==> src/rtl/uart_pkg.sv <==
// uart_pkg: shared receiver state encoding and majority-vote sample phases.
// The PARITY state exists only when UART_RX_PARITY_EN is defined.
package uart_pkg;
    typedef enum logic [2:0] {
        IDLE,
        START,
        DATA,
`ifdef UART_RX_PARITY_EN
        PARITY,
`endif
        STOP
    } rx_state_t;
    localparam int MAJ_OFS_LO = -1;
    localparam int MAJ_OFS_HI = 1;
    function automatic int maj_mid(input int os);
        return os / 2;
    endfunction
    function automatic logic maj3(input logic a, input logic b, input logic c);
        return (a & b) | (a & c) | (b & c);
    endfunction
endpackage

==> src/rtl/uart_rx_oversample.sv <==
// uart_rx_oversample: sample-tick divider, bit phase counter and 2-of-3 voter.
// done pulses on the last of the three mid-bit samples, with val holding the vote.
module uart_rx_oversample
    import uart_pkg::*;
#(
    parameter int CLK_FREQ_HZ = 1_600_000,
    parameter int BAUD_RATE   = 100_000,
    parameter int OVERSAMPLE  = 16
) (
    input  logic clk,
    input  logic rst_n,
    input  logic clr,
    input  logic rx_s,
    output logic done,
    output logic val
);
    localparam int DIV_RAW = CLK_FREQ_HZ / (BAUD_RATE * OVERSAMPLE);
    localparam int DIV     = DIV_RAW < 1 ? 1 : DIV_RAW;
    localparam int DW      = DIV > 1 ? $clog2(DIV) : 1;
    localparam int PW      = $clog2(OVERSAMPLE);
    localparam logic [DW-1:0] DIV_LAST = DW'(DIV - 1);
    localparam logic [PW-1:0] PH_LO    = PW'(maj_mid(OVERSAMPLE) + MAJ_OFS_LO);
    localparam logic [PW-1:0] PH_MID   = PW'(maj_mid(OVERSAMPLE));
    localparam logic [PW-1:0] PH_HI    = PW'(maj_mid(OVERSAMPLE) + MAJ_OFS_HI);
    localparam logic [PW-1:0] PH_LAST  = PW'(OVERSAMPLE - 1);

    logic [DW-1:0] div_cnt;
    logic [PW-1:0] phase;
    logic          s_lo, s_mid, tick;

    assign tick = div_cnt == DIV_LAST;
    assign done = tick && phase == PH_HI;
    assign val  = maj3(s_lo, s_mid, rx_s);

    always_ff @(posedge clk or negedge rst_n) begin
        if (!rst_n) begin
            div_cnt <= '0;
            phase   <= '0;
            s_lo    <= 1'b1;
            s_mid   <= 1'b1;
        end else if (clr) begin
            div_cnt <= '0;
            phase   <= '0;
        end else begin
            div_cnt <= tick ? '0 : div_cnt + 1'b1;
            if (tick) phase <= phase == PH_LAST ? '0 : phase + 1'b1;
            if (tick && phase == PH_LO) s_lo <= rx_s;
            if (tick && phase == PH_MID) s_mid <= rx_s;
        end
    end
endmodule

==> src/rtl/uart_rx_core.sv <==
// uart_rx_core: oversampled UART receiver with valid/ready output and error pulses.
// Define UART_RX_PARITY_EN to add the parity_odd input and a parity bit check.
module uart_rx_core
    import uart_pkg::*;
#(
    parameter int CLK_FREQ_HZ = 1_600_000,
    parameter int BAUD_RATE   = 100_000,
    parameter int OVERSAMPLE  = 16,
    parameter int DATA_BITS   = 8,
    parameter int STOP_BITS   = 1
) (
    input  logic                 clk,
    input  logic                 rst_n,
    input  logic                 rx,
`ifdef UART_RX_PARITY_EN
    input  logic                 parity_odd,
`endif
    output logic [DATA_BITS-1:0] data_out,
    output logic                 data_valid,
    input  logic                 data_ready,
    output logic                 framing_error,
    output logic                 parity_error,
    output logic                 overrun,
    output logic                 busy
);
    localparam logic [3:0] LAST_BIT  = 4'(DATA_BITS - 1);
    localparam logic       STOP_LAST = 1'(STOP_BITS - 1);
`ifdef UART_RX_PARITY_EN
    localparam rx_state_t AFTER_DATA = PARITY;
`else
    localparam rx_state_t AFTER_DATA = STOP;
    assign parity_error = 1'b0;
`endif

    rx_state_t            state;
    logic                 s1, s2, prev, done, val, start_edge, bad, stop_cnt;
    logic [3:0]           bit_cnt;
    logic [DATA_BITS-1:0] sh;

    assign start_edge = state == IDLE && prev && !s2;
    assign busy       = state != IDLE;

    uart_rx_oversample #(
        .CLK_FREQ_HZ(CLK_FREQ_HZ),
        .BAUD_RATE  (BAUD_RATE),
        .OVERSAMPLE (OVERSAMPLE)
    ) u_os (
        .clk  (clk),
        .rst_n(rst_n),
        .clr  (start_edge),
        .rx_s (s2),
        .done (done),
        .val  (val)
    );

    always_ff @(posedge clk or negedge rst_n) begin
        if (!rst_n) begin
            state         <= IDLE;
            {s1, s2, prev} <= 3'b111;
            bit_cnt       <= '0;
            stop_cnt      <= 1'b0;
            bad           <= 1'b0;
            sh            <= '0;
            data_out      <= '0;
            data_valid    <= 1'b0;
            framing_error <= 1'b0;
            overrun       <= 1'b0;
`ifdef UART_RX_PARITY_EN
            parity_error  <= 1'b0;
`endif
        end else begin
            {s1, s2, prev} <= {rx, s1, s2};
            framing_error <= 1'b0;
            overrun       <= 1'b0;
`ifdef UART_RX_PARITY_EN
            parity_error  <= 1'b0;
`endif
            if (data_valid && data_ready) data_valid <= 1'b0;
            case (state)
                IDLE: if (start_edge) begin
                    state    <= START;
                    bit_cnt  <= '0;
                    stop_cnt <= 1'b0;
                    bad      <= 1'b0;
                end
                START: if (done) state <= val ? IDLE : DATA;
                DATA: if (done) begin
                    sh      <= {val, sh[DATA_BITS-1:1]};
                    bit_cnt <= bit_cnt + 4'd1;
                    if (bit_cnt == LAST_BIT) state <= AFTER_DATA;
                end
`ifdef UART_RX_PARITY_EN
                // Keep consuming the frame after a parity miss so the stop bit is still checked.
                PARITY: if (done) begin
                    if ((^sh ^ val) != parity_odd) begin
                        parity_error <= 1'b1;
                        bad          <= 1'b1;
                    end
                    state <= STOP;
                end
`endif
                STOP: if (done) begin
                    if (!val) begin
                        framing_error <= 1'b1;
                        state         <= IDLE;
                    end else if (stop_cnt == STOP_LAST) begin
                        state <= IDLE;
                        if (!bad) begin
                            if (data_valid && !data_ready) overrun <= 1'b1;
                            else begin
                                data_out   <= sh;
                                data_valid <= 1'b1;
                            end
                        end
                    end else stop_cnt <= stop_cnt + 1'b1;
                end
                default: state <= IDLE;
            endcase
        end
    end
endmodule

==> config.mk <==
export PLATFORM = sky130hd
export DESIGN_NAME = uart_rx_core
export DESIGN_NICKNAME = d
export VERILOG_FILES = /design/src/rtl/uart_pkg.sv /design/src/rtl/uart_rx_oversample.sv /design/src/rtl/uart_rx_core.sv
export SDC_FILE = /design/constraint.sdc
export NUM_CORES = 1
export LEC_CHECK = 0
export ABC_AREA = 1
export BUFFER_PORTS_ARGS = -buffer_cell sky130_fd_sc_hd__buf_2
export CAP_MARGIN = 20
export CORE_ASPECT_RATIO = 1.4
export CORE_UTILIZATION = 54
export DETAILED_ROUTE_END_ITERATION = 8
export PLACE_DENSITY_LB_ADDON = 0.12
export SKIP_LAST_GASP = 1
export SLEW_MARGIN = 20
export SYNTH_ARGS = -nofsm -noshare
export SYNTH_HDL_FRONTEND = slang
export SYNTH_SLANG_ARGS = --single-unit
==> constraint.sdc <==
create_clock -name clk -period 2.1 [get_ports clk]
set_clock_uncertainty 0.15 [all_clocks]
set_input_delay 0.315 -clock clk [delete_from_list [all_inputs] [get_ports clk]]
set_output_delay 0.315 -clock clk [all_outputs]
set_load 0.005 [all_outputs]
### Yosys cells after proc, flatten, opt, wreduce, memory -nomap -nowiden

Index checks and enable logic that the tools add are counted.

| word-level totals | value |
|---|---|
| word-level logic and storage cells | 100 |
| output and inout port bits | 13 |
| input bits | 4 |
| register bits | 37 |

| cells by class | value |
|---|---|
| $add $sub $neg | 4 |
| eq/ne operators | 16 |
| reduce and logical (&&, ||, !) cells | 20 |
| muxes and demuxes | 36 |
| bitwise operators | 9 |

Operators with widths:

| operator | number |
|---|---|
| $mux 3 | 7 |
| $mux 1 | 20 |
| $mux 4 | 5 |
| $ne 2x2->1 const B | 7 |
| $eq 4x4->1 const B | 3 |
| $pmux 3 s4 | 1 |
| $add 4x1->4 const B | 2 |
| $eq 4x3->1 const B | 2 |
| $pmux 4 s2 | 1 |
| $logic_and 1x1->1 | 7 |
| $eq 3x2->1 const B | 2 |
| $reduce_and 2->1 | 3 |
| $reduce_and 6->1 | 1 |
| $reduce_and 5->1 | 1 |
| $not 1->1 | 4 |
| $reduce_and 4->1 | 1 |
| $reduce_bool 2->1 | 2 |
| $and 1x1->1 | 3 |
| $eq 3x1->1 const B | 1 |
| $logic_not 3->1 | 1 |
| $ne 3x3->1 const B | 1 |
| $reduce_and 3->1 | 1 |
| $reduce_bool 3->1 | 1 |
| $add 1x1->1 const B | 2 |
| other kinds (4) | 6 |

### Longest topological paths before layout

Gate-level depths: netlist (run 1).

| logic depth | value |
|---|---|
| depth in word-level cells | 7 |
| depth in mapped cells | 7 |
| gate-level depth less buffers | 7 |

### By module

A second synthesis (run 1) with hierarchy kept.

| unflattened totals | value |
|---|---|
| cell total of the unflattened synthesis | 164 |
| area, all modules | 1,503.9 um^2 |

Modules (own cells, without submodules):

| module | area an instance (um^2) | seq. area each (um^2) | times used | cells an instance |
|---|---|---|---|---|
| uart_rx_core | 1,179.9 | 704.4 | 1 | 124 |
| uart_rx_oversample | 324.1 | 152.6 | 1 | 40 |

### Least setup slack after synthesis (run 1)

No wires, ideal clock.

| path | value |
|---|---|
| path kind | register to register |
| start point | register u_os.phase[1] |
| end point | register data_out[0] |
| arrival | 1,211 ps |
| path buffers | 0 |
| stages on the path, launching flop included | 8 |
| period minus slack after synthesis | 1,478 ps |
| data required time | 1,833 ps |
| path slack | 622 ps |
| setup time | 117 ps |
| path through | dfrtp_1 -> inv_1 -> ha_1 -> nand3_4 -> nor2_8 -> nand3_4 -> nand2_1 -> nand2_1 |

| between the ends | value |
|---|---|
| word-level cells in the longest chain between the ends | 3 |

RTL lines:

| what | RTL line | source |
|---|---|---|
| from (decl) | uart_rx_oversample.sv:28 | `logic [PW-1:0] phase;` |
| from (signal assigned) | uart_rx_oversample.sv:46 | `if (tick) phase <= phase == PH_LAST ? '0 : phase + 1'b1;` |
| $eq 4x4->1 | uart_rx_oversample.sv:32 | `assign done = tick && phase == PH_HI;` |
| $logic_and 1x1->1 | uart_rx_oversample.sv:32 |  |
| $reduce_and 5->1 (no line) | - |  |
| to (signal assigned) | uart_rx_core.sv:111 | `data_out <= sh;` |
| to (decl) | uart_rx_core.sv:18 | `output logic [DATA_BITS-1:0] data_out,` |

Every way passes these cells.
A chain may end at the register's enable or synchronous reset.

### Worst setup path in the final report (run 1)

| path | value |
|---|---|
| start point | register state[1] |
| end point | output port busy |

| between the ends | value |
|---|---|
| word-level cells in the longest chain between the ends | 1 |

RTL lines:

| what | RTL line | source |
|---|---|---|
| from (decl) | uart_rx_core.sv:35 | `rx_state_t state;` |
| from (signal assigned) | uart_rx_core.sv:86 | `START: if (done) state <= val ? IDLE : DATA;` |
| $reduce_bool 3->1 | uart_rx_core.sv:41 | `assign busy = state != IDLE;` |
| to (decl) | uart_rx_core.sv:24 | `output logic busy` |

Every way passes these cells.

==> results of run 1 <==
where the power goes:
| group | total [mW] | switching (mW) | internal [mW] |
|---|---|---|---|
| Sequential | 0.879 | 0.111 | 0.768 |
| Clock | 0.372 | 0.210 | 0.162 |
| Combinational | 0.473 | 0.320 | 0.154 |
per-stage QoR:
stage          hold WS, ps  cell area (um^2)  setup slack, ps  power [mW]  std cells
4_1_cts              213.9              1743            427.4       1.745        231
2_1_floorplan       -130.6              1562            622.1       1.258        173
6_report             213.7              1743            430.6       1.725        231
3_5_place_dp         198.8              1663            456.8       1.368        221
5_1_grt              220.8              1743            308.4       1.862        231
3_3_place_gp         196.4              1663            530.5       1.346        221
final cells by class:
| cell class | instances | share of cell area, % |
|---|---|---|
| inverters | 14 | 3.015 |
| well taps | 36 | 2.584 |
| clock buffers | 7 | 3.159 |
| flip-flops and latches | 34 | 49.17 |
| clock inverters | 1 | 0.2872 |
| multi-input cells | 122 | 36.32 |
| repair buffers | 17 | 5.456 |
routing by layer:
layer / GRT usage [%] / share of wire, % / vias to the layer above
met3: 7.143 / 4.0 / 10
met2: 34.42 / 52 / 27
li1: - / - / 592
met1: 24.46 / 41 / 529
met5: 0 / 0 / -
met4: 9.643 / 2.5 / 0
logic make-up (layout without fill, tap and decap cells):
kind of cell | after synthesis | after routing
fa+ha+maj | 4 | 4
buf+inv | 17 | 39
simple gates | 107 | 107
other cells | 1 | 1
xor+xnor | 1 | 1
flops | 34 | 34
compound gates | 9 | 9
placed cells by master, fill, tap and decap left out, types with 3 or more instances in the layout:
cell type,n
nand2_1,65
dfrtp_1,29
buf_2,15
nor2_1,13
inv_1,12
nand4_1,10
nand3_1,8
o21ai_0,7
clkbuf_4,5
dfstp_2,5
ha_1,4
nand3_4,3
how the worst max path moves through the flow:
stage,to,startpoint,cells past startpoint
floorplan,data_out[0],u_os.phase[1],7
global placement,data_out[1],u_os.phase[1],7
detailed placement,data_out[7],u_os.phase[1],7
finish,busy,state[1],3
global route,data_out[1],u_os.phase[1],7
CTS,busy,state[1],3
registers in the layout, summed over array words and instances (netlist names):
name and flops:
bit_cnt 4, data_out 8, data_valid 1, framing_error 1, overrun 1, prev 1, s1 1, s2 1
sh 8, state 2, u_os.phase 4, u_os.s_lo 1, u_os.s_mid 1
critical path, delay by kind of cell, from the launching register on:
| kind | cells | cell delay (ps) |
|---|---|---|
| simple gates | 1 | 210 |
| buf+inv | 2 | 220 |
| flops | 1 | 430 |
==> key figures, run 1 <==
Outcome
  – Outcome: complete, no violations

Die
  – Row cnt: 22
  – Core box area: 2670 um^2
  – Initial core utilization: approximately three fifths
  – Die Y: 65.63 um
  – Die area: 3114 um^2
  – # IOs: 17
  – Die X-Extent: ~47 um

Finish
  – Filler instances: 233
  – Layout cells sized above 1: approximately a fifth
  – Area growth syn-to-layout: 11.62%
  – Multi-input logic area: around 630 um^2
  – N_diodes: 0
  – Final Core Density: between 60 and 70%
  – Layout Nets: slightly above 200
  – FF/Latch Area: ~860 um^2

Synthesis
  – Adder-Cell Fraction of Synth Area: ~3.2%
  – Multiplexer share of the synthesized area: 0%
  – Mapped Area: between 1500 and 2000 um^2
  – Simple-gate share of the synthesized area: 33.41%
  – Cells after synthesis: around 170
  – Synthesized area per cell: ~9 um^2
  – FFs w/ async S/R, synth: between 90% and 100%
  – Most frequent cell after synthesis: nand2_1
  – Seq/Total Area, Yosys: between 50% and 60%
  – Largest area contributor in the netlist: dfrtp_1
  – Main combinational cell family by area after synthesis: simple AND/OR/NAND/NOR gates
  – Synth Warn #: 0
  – Most used flip-flop cell after synthesis: dfrtp_1
  – Synth top area share: between 40% and 50%
  – Post-synth EDFFs: 0
  – Yosys cell types: 23
  – Most frequent cells after synthesis: nand2_1, dfrtp_1, nor2_1
  – XOR/XNOR Fraction of Synth Area: less than 1%
  – Synth area leaders: dfrtp_1, nand2_1, dfstp_2, nand4_1, nand3_4
  – Post-synthesis net count: 181
  – #FFs+latches synth: 34
  – Synth Area in Compound Gates: roughly 3.1%

Timing
  – Max_slew headroom: 51.64%
  – Slew @ Worst Pin: just over 700 ps
  – Max-slew violations: 0
  – Final Cycle Share: between 70 and 80%
  – Hold Vio Cnt, Final: 0
  – RSZ-0062 raised after global routing: no
  – Finish-stage setup viols: 0
  – Min Tclk post-route: approximately 1700 ps
  – Fmax: 0.5990 GHz
  – Setup_tns: 0 ps

Routing
  – WL final: between 2000 and 3000 um
  – Routed vias/inst: about 5.0
  – Drt pass-1 iters: 4
  – Antenna Nets Post-Route: 0
  – DRC viols: 0
  – Routed wire per std cell: between 10 and 15 um
  – Total number of vias: about 1200
  – Initial DRC count: 19

CTS
  – Root Driver: clkbuf_4
  – CTS resizes: 0
  – Clk buf depth: 2
  – CTS sink count: 34
  – TritonCTS clock tree: yes
  – Hold Buf Count CTS: 2
  – Clk Latency, worst-skew pair: approximately 340 ps
  – Worst-path clk slew: roughly 100 ps
  – CTS buffer count: 5
  – Postcts setup bufs: 0
  – CTS H-tree depth: 2

Power and ir drop
  – Maximum VDD drop: around 0.62 mV
  – Pleak: 0.9368 nW
  – Pwr Density: 989.7 nW/um^2

Global routing
  – First-pass GRT wire length: 4726 um
  – Vias in the first global route: approximately 1200
  – Initial antenna violation count: 0
  – Grt ovf: 0
  – Largest net degree at the start of global routing: 35
  – Gr usage total: 21.32%

Critical path
  – Flop-to-flop setup slack: around 450 ps
  – Critical path fanouts, max: 5
  – Worst path slowest cell: dfrtp_1
  – Crit-path cells: nor2_1, inv_1, buf_2
  – Worst EP arrival: 1200 ps
  – R2R depth: 7
  – Worst Path Class, Setup: flop to output pin
  – CP peak stage delay: between 400 and 500 ps
  – Critical R2R Capture: data_out[7]
  – CP Capture Type: output pin
  – Critical Path RT: approximately 1600 ps
  – CP startpoint kind: flop
  – Worst r2r src: u_os.phase[1]

Placement
  – Port Buf Inserts: 15
  – Placer's final routability congestion estimate: a little over 0.9
  – Hpwl dp: 1968 um

Min path
  – Worst hold path type: flop to flop
  – Hold Path Sink: s2
  – Worst hold stages: 0
  – HP Start: s1

Run
  – Max Cap Viol: 0
(Power assumes the default switching activity.)
==> run 2: changes to the inputs <==
--- a/config.mk
+++ b/config.mk
@@ -5,11 +5,11 @@
 export SDC_FILE = /design/constraint.sdc
 export NUM_CORES = 1
 export LEC_CHECK = 0
-export ABC_AREA = 1
+export ABC_AREA = 0
 export BUFFER_PORTS_ARGS = -buffer_cell sky130_fd_sc_hd__buf_2
 export CAP_MARGIN = 20
 export CORE_ASPECT_RATIO = 1.4
-export CORE_UTILIZATION = 54
+export CORE_UTILIZATION = 51
 export DETAILED_ROUTE_END_ITERATION = 8
 export PLACE_DENSITY_LB_ADDON = 0.12
 export SKIP_LAST_GASP = 1
==> constraint.sdc (replaced) <==
create_clock -name clk -period 1.5 [get_ports clk]
set_clock_uncertainty 0.15 [all_clocks]
set_input_delay 0.225 -clock clk [delete_from_list [all_inputs] [get_ports clk]]
set_output_delay 0.225 -clock clk [all_outputs]
set_load 0.005 [all_outputs]
==> run 2 against run 1 <==
  * Clock power increased by 65%
  * Design area increased by 16%
  * Wire length increased by 23%
  * Register-to-register slack got worse by 640 ps
  * Sequential power increased by 40%
  * The flow now finishes with violations (setup timing)
  * Worst hold slack got worse by 77 ps
  * Count of clock-buffer cells in the layout increased by 1
  * Critical path type is now flop to flop
  * Non-clock buffer count increased by 28
  * Flip-flop and latch count unchanged
  * Total power increased by 73%
==> key figures, run 2 <==
Outcome
  – Outcome: finished, violations left
  – Failing checks: setup timing

Finish
  – Non-Filler Instances: 195 (-16%)
  – Layout Nets: 166 (-18%)
  – Final instance area: 2013 um^2 (+16%)
  – Filler instances: 166 (-29%)
  – Commonest non-fill, non-tap cell in the layout: dfrtp_1
  – Area growth syn-to-layout: 37.17%
  – Largest regs: data_out (8), sh (8)
  – Layout cells sized above 1: 59.75% (+40 points)
  – N_diodes: 0 (unchanged)
  – Commonest non-fill, non-tap cells in the layout: dfrtp_1, buf_4, buf_2

Routing
  – DRC viols: 0 (unchanged)
  – Initial DRC count: 20 (+1)
  – Routed wire per std cell: 16.82 um (+46%)
  – Total number of vias: 1043 (-9.9%)
  – Routed vias/inst: 5.349 (+6.7%)
  – Antenna Nets Post-Route: 0 (unchanged)
  – Drt pass-1 iters: 5 (+1)
  – WL final: 3279 um (+23%)

Synthesis
  – #FFs+latches synth: 34 (unchanged)
  – Yosys cell types: 35 (+52%)
  – Post-synth EDFFs: 0 (unchanged)
  – Synth Warn #: 0 (unchanged)
  – Post-synthesis net count: 116 (-36%)
  – Synthesized area per cell: 13.59 um^2 (+51%)
  – Synth top area share: 49.45% (+3.0 points)
  – Mapped Area: 1468 um^2 (-6.0%)
  – Seq/Total Area, Yosys: 58.40% (+3.5 points)
  – Most frequent cells after synthesis: dfrtp_1, mux2_2, a21oi_1
  – Largest area contributor in the netlist: dfrtp_1
  – Cells after synthesis: 108 (-38%)
  – Most frequent cell after synthesis: dfrtp_1
  – Most used flip-flop cell after synthesis: dfrtp_1
  – FFs w/ async S/R, synth: 100.0% (unchanged)
  – Synth area leaders: dfrtp_1, mux2_2, dfstp_2, ha_1, a21oi_1

Global routing
  – Initial antenna violation count: 0 (unchanged)
  – Gr usage total: 24.32% (+3.0 points)
  – Vias in the first global route: 1113 (-4.6%)
  – Grt ovf: 0 (unchanged)
  – First-pass GRT wire length: 5195 um (+9.9%)
  – Largest net degree at the start of global routing: 22 (-37%)

Critical path
  – Critical path fanouts, max: 3 (-2)
  – CP Capture Type: flop
  – Worst Path Class, Setup: flop to flop
  – CP startpoint kind: flop
  – Worst EP arrival: 1810 ps (+610 ps)
  – Critical Path RT: 1620 ps (about the same)

CTS
  – Clk Latency, worst-skew pair: 330 ps (about the same)
  – CTS H-tree depth: 2 (unchanged)
  – TritonCTS clock tree: yes
  – CTS sink count: 34 (unchanged)
  – Worst-path clk slew: 100 ps (about the same)
  – Root Driver: clkbuf_4
  – CTS buffer count: 5 (unchanged)
  – Clk buf depth: 2 (unchanged)

Power and ir drop
  – Clock group share of total power: 20.7% (-0.9 points)
  – Maximum VDD drop: 1.221 mV (+96%)
  – Share of power burned in registers: 41.4% (-9.6 points)
  – Pleak: 1.027 nW (+9.7%)
  – Int Power: 2.056 mW (+90%)
  – Switching Share: 30.96% (-6.2 points)
  – Pwr Density: 1479 nW/um^2 (+49%)
  – Sw power: 0.9218 mW (+44%)
  – Combinational power share: 38.0% (+11 points)

Timing
  – Min Tclk post-route: ~1700 ps
  – Setup WS post-layout: -191.2 ps (-621.9 ps)
  – Finish-stage setup viols: 29 (+29)
  – Max-slew violations: 0 (unchanged)
  – Hold WS: 136.4 ps (-77.35 ps)
  – Hold Vio Cnt, Final: 0 (unchanged)
  – Setup_tns: -3098 ps (-3098 ps)
  – RSZ-0062 raised after global routing: yes
  – Final Cycle Share: 112.7%
  – Fmax: between 0.5 and 0.6 GHz

Min path
  – Worst hold path type: input port to flop

Die
  – Initial core utilization: 54.97% (-3.5 points)
  – Core box area: 2670 um^2 (unchanged)
  – Die Y: 65.48 um (-0.23%)
  – Row cnt: 22 (unchanged)
  – # IOs: 17 (unchanged)
  – Die X-Extent: 47.34 um (-0.22%)
  – Die area: 3100 um^2 (-0.45%)

Placement
  – Port Buf Inserts: 15 (unchanged)
  – Placed cell count: 176 (-20%)
  – Setup WS pre-CTS: -164.8 ps (-621.7 ps)
  – Hpwl dp: 2086 um (+6.0%)
  – Placed standard-cell area: 1780 um^2 (+7.1%)
  – Placer's final routability congestion estimate: 0.7713 (-16%)

Run
  – Max Cap Viol: 0 (unchanged)
==> run 2: final cells by class <==
type | count | area (um^2) | share of cell area, %
Inverter | 3 | 11.26 | 0.5594
Sequential cell | 34 | 859.6 | 42.70
Clock buffer | 8 | 78.83 | 3.915
Timing Repair Buffer | 45 | 342.8 | 17.03
Multi-Input combinational cell | 69 | 675.6 | 33.56
Tap cell | 36 | 45.04 | 2.237
==> run 2: kinds of logic after synthesis <==
logic type,count (synthesis),share of synthesized area [%]
DFF,34,58.40
AOI/OAI and AO/OA,14,5.457
and+or+nand+nor,28,13.90
buffers and inverters,5,2.046
adders and majority gates,5,4.092
muxes,20,15.26
xor gates and xnor gates,1,0.5969
other,1,0.2555
==> run 2: final timing paths <==
check                                 from         end  slack [ps]  depth (start not counted)
worst max-delay path              state[1]  u_os.s_mid        -190                          4
worst min-delay path            data_ready     overrun         140                          3
worst max register to register    state[1]  u_os.s_mid        -190                          4
worst min register to register          s1          s2         210                          0
max in group asynchronous            rst_n          s1         540                          3
min in group asynchronous            rst_n  bit_cnt[2]         160                          2
==> run 2: layer usage <==
layer | vias to the layer above | routed length, um | track usage [%]
li1 | 483 | - | -
met5 | - | 0 | 0
met3 | 6 | 137 | 6.868
met2 | 31 | 1794 | 40.41
met1 | 523 | 1316 | 29.85
met4 | 0 | 31 | 6.786
==> run 2: worst max-delay path: stages, from the launching register on <==
cell,delay [ps]
dfrtp_1,400
buf_4,130
or4b_4,530
nand4_1,120
mux2_4,310
==> run 2: repair_timing <==
action	in CTS	in global routing
endpoints found under the hold margin	30	0
hold buffers	2	0
endpoints found under the setup margin	24	31
cloned	0	0
pin swaps	1	1
setup buffers	9	1
resized for setup	12	9
==> run 2: metrics by stage <==
stage,power (mW),util [%]
after floorplan,1.730,-
after global placement,2.071,66.68
after detailed placement,2.117,66.68
after CTS,2.911,74.37
after global routing,3.129,75.40
final,2.977,75.40
==> run 2: power groups by stage <==
stage | Clock [mW] | Combinational [mW] | Sequential (mW)
2_1_floorplan | 0 | 0.515 | 1.22
3_3_place_gp | 0 | 0.847 | 1.22
3_5_place_dp | 0 | 0.885 | 1.23
4_1_cts | 0.626 | 1.07 | 1.21
5_1_grt | 0.672 | 1.21 | 1.24
6_report | 0.615 | 1.13 | 1.23
